--- src/rtl/regfile_write_arbiter_if.sv ---
// Bus bundle for the register-file write arbiter: two writeback request
// channels in, one registered write port plus hazard/status outputs.
interface regfile_write_arbiter_if #(
  parameter int DW = 8,
  parameter int AW = 3
);
  logic              req0_valid;
  logic [AW-1:0]     req0_rd;
  logic [DW-1:0]     req0_data;
  logic              req0_ready;
  logic              req1_valid;
  logic [AW-1:0]     req1_rd;
  logic [DW-1:0]     req1_data;
  logic              req1_ready;
  logic              writereg;
  logic [AW-1:0]     rd;
  logic [DW-1:0]     writedata;
  logic              grant;
  logic [2**AW-1:0]  pending;
  logic              busy;

  modport slave (
    input  req0_valid, req0_rd, req0_data,
    input  req1_valid, req1_rd, req1_data,
    output req0_ready, req1_ready,
    output writereg, rd, writedata, grant, pending, busy
  );

  modport master (
    output req0_valid, req0_rd, req0_data,
    output req1_valid, req1_rd, req1_data,
    input  req0_ready, req1_ready,
    input  writereg, rd, writedata, grant, pending, busy
  );
endinterface

--- src/rtl/regfile_write_arbiter.sv ---
// Two-requester writeback arbiter (ALU = req 0, load = req 1) feeding the single
// register-file write port. Define WRARB_FIXED_PRIO_EN for fixed req-1 priority.
module regfile_write_arbiter #(
  parameter int DEPTH = 2,
  parameter int DW    = 8,
  parameter int AW    = 3
) (
  input  logic                   clock,
  input  logic                   reset,
  regfile_write_arbiter_if.slave bus
);
  localparam int             PW   = $clog2(DEPTH);
  localparam int             NREG = 2**AW;
  localparam logic [PW:0]    FULL = (PW+1)'(DEPTH);

  logic [1:0]      in_valid;
  logic [1:0]      ready;
  logic [1:0]      push;
  logic [1:0]      pop;
  logic [1:0]      nonempty;
  logic [AW-1:0]   in_rd     [2];
  logic [DW-1:0]   in_data   [2];
  logic [AW-1:0]   head_rd   [2];
  logic [DW-1:0]   head_data [2];
  logic [NREG-1:0] fifo_pend [2];
  logic [NREG-1:0] pend_all;

  logic            vld_p0;
  logic            win_p0;
  logic [AW-1:0]   rd_p0;
  logic [DW-1:0]   data_p0;

  logic            vld_p1;
  logic            grant_p1;
  logic [AW-1:0]   rd_p1;
  logic [DW-1:0]   data_p1;

  assign in_valid   = {bus.req1_valid, bus.req0_valid};
  assign in_rd[0]   = bus.req0_rd;
  assign in_rd[1]   = bus.req1_rd;
  assign in_data[0] = bus.req0_data;
  assign in_data[1] = bus.req1_data;

  // Ready looks only at occupancy, so a full FIFO never passes a push through a same-cycle pop.
  assign push = in_valid & ready;

  for (genvar q = 0; q < 2; q++) begin : g_fifo
    logic [AW-1:0]   mem_rd   [DEPTH];
    logic [DW-1:0]   mem_data [DEPTH];
    logic [PW-1:0]   wr_ptr;
    logic [PW-1:0]   rd_ptr;
    logic [PW:0]     count;
    logic [NREG-1:0] pend;

    always_ff @(posedge clock) begin
      if (push[q]) begin
        mem_rd[wr_ptr]   <= in_rd[q];
        mem_data[wr_ptr] <= in_data[q];
      end
    end

    always_ff @(posedge clock or posedge reset) begin
      if (reset) begin
        wr_ptr <= '0;
        rd_ptr <= '0;
        count  <= '0;
      end else begin
        if (push[q]) wr_ptr <= wr_ptr + 1'b1;
        if (pop[q])  rd_ptr <= rd_ptr + 1'b1;
        case ({push[q], pop[q]})
          2'b10:   count <= count + 1'b1;
          2'b01:   count <= count - 1'b1;
          default: count <= count;
        endcase
      end
    end

    // A slot is live when its distance from the head is below the occupancy.
    always_comb begin
      logic [PW-1:0] off;
      pend = '0;
      off  = '0;
      for (int i = 0; i < DEPTH; i++) begin
        off = PW'(i) - rd_ptr;
        if ({1'b0, off} < count) pend[mem_rd[i]] = 1'b1;
      end
    end

    assign ready[q]     = (count != FULL);
    assign nonempty[q]  = (count != '0);
    assign head_rd[q]   = mem_rd[rd_ptr];
    assign head_data[q] = mem_data[rd_ptr];
    assign fifo_pend[q] = pend;
  end

  // ---- stage p0: arbitrate over FIFO heads and pop the winner ----
`ifdef WRARB_FIXED_PRIO_EN
  assign win_p0 = nonempty[1];
`else
  logic rr_ptr;
  logic rr_adv;

  // Equal heads fall through to req 1 (older load first) without touching the pointer.
  always_comb begin
    win_p0 = nonempty[1];
    rr_adv = 1'b0;
    if ((nonempty == 2'b11) && (head_rd[0] != head_rd[1])) begin
      win_p0 = rr_ptr;
      rr_adv = 1'b1;
    end
  end

  always_ff @(posedge clock or posedge reset) begin
    if (reset)       rr_ptr <= 1'b0;
    else if (rr_adv) rr_ptr <= ~rr_ptr;
  end
`endif

  assign vld_p0  = |nonempty;
  assign pop     = vld_p0 ? (win_p0 ? 2'b10 : 2'b01) : 2'b00;
  assign rd_p0   = head_rd[win_p0];
  assign data_p0 = head_data[win_p0];

  // ---- stage p1: registered write port; rd 0 drains without a write strobe ----
  always_ff @(posedge clock or posedge reset) begin
    if (reset) begin
      vld_p1   <= 1'b0;
      grant_p1 <= 1'b0;
      rd_p1    <= '0;
      data_p1  <= '0;
    end else begin
      vld_p1 <= vld_p0 && (rd_p0 != '0);
      if (vld_p0) begin
        grant_p1 <= win_p0;
        rd_p1    <= rd_p0;
        data_p1  <= data_p0;
      end
    end
  end

  assign pend_all       = fifo_pend[0] | fifo_pend[1];
  assign bus.pending    = {pend_all[NREG-1:1], 1'b0};
  assign bus.busy       = vld_p0;
  assign bus.req0_ready = ready[0];
  assign bus.req1_ready = ready[1];
  assign bus.writereg   = vld_p1;
  assign bus.rd         = rd_p1;
  assign bus.writedata  = data_p1;
  assign bus.grant      = grant_p1;

endmodule

--- src/flat_wrapper.sv ---
// flat-port wrapper written by rule: the top's interface ports become plain ports
module regfile_write_arbiter_flat 
#(
  parameter int DEPTH = 2,
  parameter int DW    = 8,
  parameter int AW    = 3
)
  (clock, reset, bus_req0_valid, bus_req0_rd, bus_req0_data, bus_req1_valid, bus_req1_rd, bus_req1_data, bus_req0_ready, bus_req1_ready, bus_writereg, bus_rd, bus_writedata, bus_grant, bus_pending, bus_busy);
  regfile_write_arbiter_if #(.DW(DW), .AW(AW)) bus_i ();
  input  logic clock;
  input  logic reset;
  input wire logic [$bits(bus_i.req0_valid)-1:0] bus_req0_valid;
  input wire logic [$bits(bus_i.req0_rd)-1:0] bus_req0_rd;
  input wire logic [$bits(bus_i.req0_data)-1:0] bus_req0_data;
  input wire logic [$bits(bus_i.req1_valid)-1:0] bus_req1_valid;
  input wire logic [$bits(bus_i.req1_rd)-1:0] bus_req1_rd;
  input wire logic [$bits(bus_i.req1_data)-1:0] bus_req1_data;
  output wire logic [$bits(bus_i.req0_ready)-1:0] bus_req0_ready;
  output wire logic [$bits(bus_i.req1_ready)-1:0] bus_req1_ready;
  output wire logic [$bits(bus_i.writereg)-1:0] bus_writereg;
  output wire logic [$bits(bus_i.rd)-1:0] bus_rd;
  output wire logic [$bits(bus_i.writedata)-1:0] bus_writedata;
  output wire logic [$bits(bus_i.grant)-1:0] bus_grant;
  output wire logic [$bits(bus_i.pending)-1:0] bus_pending;
  output wire logic [$bits(bus_i.busy)-1:0] bus_busy;
  assign bus_i.req0_valid = bus_req0_valid;
  assign bus_i.req0_rd = bus_req0_rd;
  assign bus_i.req0_data = bus_req0_data;
  assign bus_i.req1_valid = bus_req1_valid;
  assign bus_i.req1_rd = bus_req1_rd;
  assign bus_i.req1_data = bus_req1_data;
  assign bus_req0_ready = bus_i.req0_ready;
  assign bus_req1_ready = bus_i.req1_ready;
  assign bus_writereg = bus_i.writereg;
  assign bus_rd = bus_i.rd;
  assign bus_writedata = bus_i.writedata;
  assign bus_grant = bus_i.grant;
  assign bus_pending = bus_i.pending;
  assign bus_busy = bus_i.busy;
  regfile_write_arbiter #(.DEPTH(DEPTH), .DW(DW), .AW(AW)) u_core (.clock(clock), .reset(reset), .bus(bus_i));
endmodule
--- config.mk ---
export PLATFORM = sky130hd
export DESIGN_NAME = regfile_write_arbiter_flat
export DESIGN_NICKNAME = d
export VERILOG_FILES = /design/src/rtl/regfile_write_arbiter_if.sv /design/src/rtl/regfile_write_arbiter.sv /design/src/flat_wrapper.sv
export SDC_FILE = /design/constraint.sdc
export NUM_CORES = 1
export LEC_CHECK = 0
export CORE_AREA = 2 2 77 79
export CTS_CLUSTER_DIAMETER = 50
export DETAILED_ROUTE_END_ITERATION = 12
export DIE_AREA = 0 0 79 81
export DONT_BUFFER_PORTS = 1
export PLACE_DENSITY = 0.71
export SETUP_SLACK_MARGIN = 0.15
export SLEW_MARGIN = 20
export SYNTH_ARGS = -nofsm -noshare
export SYNTH_HDL_FRONTEND = slang
export SYNTH_SLANG_ARGS = --single-unit
--- constraint.sdc ---
create_clock -name clock -period 4.12 [get_ports clock]
set_input_delay 0.824 -clock clock [delete_from_list [all_inputs] [get_ports clock]]
set_output_delay 0.824 -clock clock [all_outputs]
set_load 0.02 [all_outputs]
; Yosys cells after proc, flatten, opt, wreduce, memory -nomap -nowiden
; Memories as Yosys holds them, arrays and structs flattened.
; Cells that the tools add are included.
[word_totals]
word_cells = 94
in_bits = 26
out_inout_bits = 24
ramBits = 44
n_memories = 4
ff_bits = 22
[classes]
n_lt_le_gt_ge = 13
n_mux = 28
bitwise = 6
reduce_logical = 12
n_eq_ne = 8
n_addsub = 12
[memory_table]
columns = name, depth, word_bits, read_ports, rd_ports_with_merged_regs, write_ports, line_no
row1 = u_core.g_fifo[0].mem_data, 2, 8, 1, 0, 1, regfile_write_arbiter.sv:49  ; logic [DW-1:0] mem_data [DEPTH];
row2 = u_core.g_fifo[1].mem_data, 2, 8, 1, 0, 1, regfile_write_arbiter.sv:49
row3 = u_core.g_fifo[0].mem_rd, 2, 3, 3, 0, 1, regfile_write_arbiter.sv:48  ; logic [AW-1:0] mem_rd [DEPTH];
row4 = u_core.g_fifo[1].mem_rd, 2, 3, 3, 0, 1, regfile_write_arbiter.sv:48
[ops]
columns = cell, n
row1 = $mux W8, 7
row2 = $or A8 B8 Y8, 3
row3 = $lt A3 B4 Y1 const B, 4
row4 = $demux W1 S3, 4
row5 = $ge A3 B1 Y1 const B, 4
row6 = $mux W1, 10
row7 = $mux W3, 3
row8 = $lt A1 B2 Y1, 4
row9 = $pmux W2 S2, 2
row10 = $reduce_bool A2 Y1, 4
row11 = $eq A2 B2 Y1 const B, 3
row12 = $logic_and A1 B1 Y1, 6
row13 = $add A1 B1 Y1 const B, 4
row14 = $add A2 B1 Y2 const B, 2
row15 = $eq A2 B1 Y1 const B, 2
row16 = $mux W2, 2
row17 = $ne A2 B2 Y1 const B, 2
row18 = $sub A1 B1 Y1 const A, 4
row19 = $sub A2 B1 Y2 const B, 2
row20 = $ne A3 B3 Y1, 1
row21 = $reduce_bool A3 Y1, 1
row22 = $and A2 B2 Y2, 1
row23 = $ge A2 B2 Y1 const B, 1
row24 = $not A1 Y2, 1
row25 = 2 further kinds, 2

; Longest topological paths before layout
[depth]
depth_word = 10
depth_mapped = 10
ltp_nobuf = 8

; Worst setup path after synthesis
; No wires, ideal clock.
[synth_timing]
path_type = reg-to-output
start = reg u_core.g_fifo[1].rd_ptr
end = out bus_pending[2]
t_arrival_ns = 1.849
path_stages_with_launch = 7
required_ns = 3.296
slack_ns = 1.447
path_buffers = 2
path_cell_list = dfrtp_1 > buf_6 > buf_2 > inv_1 > a21oi_1 > nand2b_1 > o311ai_0
[synth_via]
elab_chain_cells = 6
elab_cells_between_ends = 8
classes_between = add/sub: 2 / order compare: 2 / mux: 2 / bitwise: 2
[synth_lines]
columns = element, line_no
row1 = "start, declared", regfile_write_arbiter.sv:51  ; logic [PW-1:0] rd_ptr;
row2 = "start signal, assigned", regfile_write_arbiter.sv:69  ; if (pop[q]) rd_ptr <= rd_ptr + 1'b1;
row3 = $sub A1 B1 Y1, regfile_write_arbiter.sv:84  ; off = PW'(i) - rd_ptr;
row4 = $lt A1 B2 Y1, regfile_write_arbiter.sv:85  ; if ({1'b0, off} < count) pend[mem_rd[i]] = 1'b1;
row5 = $mux W8, regfile_write_arbiter.sv:85
row6 = $or A8 B8 Y8 (no source line), --
row7 = $mux W8 (*), regfile_write_arbiter.sv:85
row8 = $or A8 B8 Y8 (*), regfile_write_arbiter.sv:141  ; assign pend_all = fifo_pend[0] | fifo_pend[1];
row9 = "end, declared", flat_wrapper.sv:24  ; output wire logic [$bits(bus_i.pending)-1:0] bus_pending;
; Mark *: on every way between the ends. The rest lies on a longest branch, timed or not.

; Final worst setup path
[layout_timing]
start = reg u_core.g_fifo[0].rd_ptr
end = out bus_pending[2]
[layout_via]
elab_chain_cells = 6
elab_cells_between_ends = 8
classes_between = add/sub: 2 / order compare: 2 / mux: 2 / bitwise: 2
[layout_lines]
columns = element, line_no
row1 = "start, declared", regfile_write_arbiter.sv:51
row2 = "start signal, assigned", regfile_write_arbiter.sv:69
row3 = $sub A1 B1 Y1, regfile_write_arbiter.sv:84
row4 = $lt A1 B2 Y1, regfile_write_arbiter.sv:85
row5 = $mux W8, regfile_write_arbiter.sv:85
row6 = $or A8 B8 Y8 (no source line), --
row7 = $mux W8 (*), regfile_write_arbiter.sv:85
row8 = $or A8 B8 Y8 (*), regfile_write_arbiter.sv:141
; Marked as above.

==> results_dict.tcl <==
set metrics [dict create \
    status "finished, final reports clean" \
    rsz0062_at_grt "no" \
    fin_area_sq_um 3250 \
    synth_cells 218 \
    area_delta_synth_final_pct 8.30 \
    die_x_um 79 \
    nNetsFinal 250 \
    synth_area_leaders "edfxtp_1 (44%), dfrtp_1 (18%), mux2i_1 (7.3%)" \
    dr.pass1.iters 6 \
    max_slew_margin_pct 36.7 \
    die_h_um 81 \
    synth_cell_types 39 \
    setup_violations 0 \
    vias_per_cell 5.63 \
    ys_seq_elements 66 \
    layout-drive-gt1-share_pct 17.2 \
    first_global_vias 1730 \
    antenna_found_initial 0 \
    clkTransAtPathRegs_ns 0.07 \
    grt_max_degree 26 \
    cts_buffers 9 \
    htreeDepth 3 \
    ys_warn_count 0 \
    drc_errors 0 \
    path_max_fanout 13 \
    placed_cell_area_sq_um 3070 \
    ctsResizeCount 0 \
    drt_iter0_drc 96 \
    ir_worst_vdd_uv 487 \
    hold_slack_ns 0.495 \
    maxCapViolCount 0 \
    clk_path_buf_depth 2 \
    p_leak_nw 1.23 \
    hpwl_mm 3.69 \
    async_reset_ff_share_pct 33.3 \
    detail_route.wl_per_cell_um 17.9 \
    ant_nets 0 \
    hold_viol 0 \
    syn_area_sq_um 3000 \
    dieArea_sq_um 6400 \
    ctsRootBufferMaster "clkbuf_8" \
    cts.sinks 66 \
    final_util_pct 57.3 \
    antennaDiodeCount 0 \
    hold_path_class "reg -> reg" \
    yosys.cell_count.top_type "edfxtp_1" \
    setup_ws_ns 1.06 \
    fin_crit_sh_pct 74.3 \
    clk_latency_ns 0.34 \
    synth_ff_type "edfxtp_1" \
    post-place-ws_ns 1.40 \
    ctsHoldBuffers 0 \
    gp_congestion 0.828 \
    period_minus_slack_ns 3.06 \
    fin_skew_ns 0.0101 \
    seq_area_frac_synth_pct 62.4 \
    io_buffers 0 \
    max_freq_mhz 326 \
    finalNonFillerCells 302 \
    startpoint_type "flop" \
    synth_top_cell_area_share_pct 44.0 \
    synth_enable_flop_cells 44 \
    rows 28 \
    crit_arrival_ns 2.24 \
    syn_nets 246 \
    post_cts_buffers 0 \
    cp.required_ns 3.30 \
    wl_mm 5.41 \
    grt_overflow 0 \
    place_inst 286 \
    ios 50 \
    path_class "reg -> out" \
    grt_use_total_pct 18.7 \
    p_per_area_nw_per_um2 883 \
    tns_ns 0 \
    grt_pass1_wl_mm 8.58 \
    report.final.slew_viol_count 0 \
    start_util_pct 52.9 \
    cts_tree "yes" \
    finalPower_mw 2.87 \
    tightest_slew_ns 0.946 \
    postSynthAreaPerCell_sq_um 13.8 \
    crit_path_end_kind "output port" \
    synthTopCellsByCount "edfxtp_1 (44), dfrtp_1 (22), mux2i_1 (22), nand2_1 (20), nor2_1 (10)" \
    num_vias 1701 \
    synth_top_cell_by_area "edfxtp_1" \
    core_sq_um 5680 \
]
## report_power, final
group / switching (mW) / internal [mW] / leakage [nW]
combinational: 0.584 / 0.525 / 0.473
clock: 0.227 / 0.276 / 0.0918
sequential: 0.304 / 0.954 / 0.664
total: 1.12 / 1.76 / 1.23
## per-layer routing
metal	track usage, %	vias to the layer above	wire, um
li1	-	808	-
met1	21.4	826	2190
met2	30.8	58	2760
met3	7.56	9	341
met4	8.62	0	111
met5	0	-	0
## layout make-up
cell class | count | area, sq um
Clock buffer | 12 | 135
Clock inverter | 4 | 43.8
Fill cell | 473 | 2420
Inverter | 6 | 22.5
Multi-Input combinational cell | 136 | 1060
Sequential cell | 66 | 1870
Tap cell | 75 | 93.8
Timing Repair Buffer | 3 | 22.5
## worst paths after layout
| kind | start | endpoint | slack (ns) | cells after the start |
|---|---|---|---|---|
| min in group asynchronous | reset | u_core.g_fifo[1].count[1] | 0.55 | 1 |
| worst min register to register | u_core.g_fifo[0].wr_ptr | u_core.g_fifo[0].wr_ptr | 0.50 | 1 |
| max in group asynchronous | reset | u_core.g_fifo[0].wr_ptr | 3.02 | 1 |
| worst max-delay path | u_core.g_fifo[0].rd_ptr | bus_pending[2] | 1.06 | 6 |
| worst max register to register | u_core.g_fifo[1].rd_ptr | u_core.g_fifo[0].count[1] | 1.37 | 8 |
| worst min-delay path | u_core.g_fifo[0].wr_ptr | u_core.g_fifo[0].wr_ptr | 0.50 | 1 |
## worst max-delay path, cell delays in order, from the launching register on
cell,delay [ns]
dfrtp_1,0.77
a21oi_1,0.16
nand2b_1,0.22
or3_1,0.33
o31a_1,0.11
o311ai_0,0.10
buf_4,0.21
## state kept, by name, summed over array words and instances (netlist names)
register,cells
u_core.g_fifo.mem_rd,12
u_core.bus.writedata,8
u_core.bus.writereg,1
u_core.rr_ptr,1
u_core.bus.grant,1
u_core.g_fifo.wr_ptr,2
u_core.g_fifo.rd_ptr,2
u_core.bus.rd,3
u_core.g_fifo.mem_data,32
u_core.g_fifo.count,4
## logic make-up after synthesis
logic type	count (synthesis)	synth area share (%)
DFF	66	62.4
and+or+nand+nor	51	8.25
AOI/OAI and AO/OA	35	9.09
muxes	33	12.2
buffers and inverters	16	3.04
xor gates and xnor gates	14	4.09
adders and majority gates	2	0.834
other	1	0.125
## placed cells by master (no fill, tap or decap), drive strengths merged, types with 2 or more instances in the layout
master  count
inv         6
or2         2
dfrtp      22
nand2b      9
nor2b       3
mux2i      22
clkbuf     12
mux2       11
nor2       11
o32a        2
edfxtp     44
clkinv      3
a32oi       3
xor2        5
a21oi       5
nand2      20
o21ai      12
o221ai      5
xnor2       9
ha          2
and3        2
buf         3
Power figures use the tool's default switching activity.
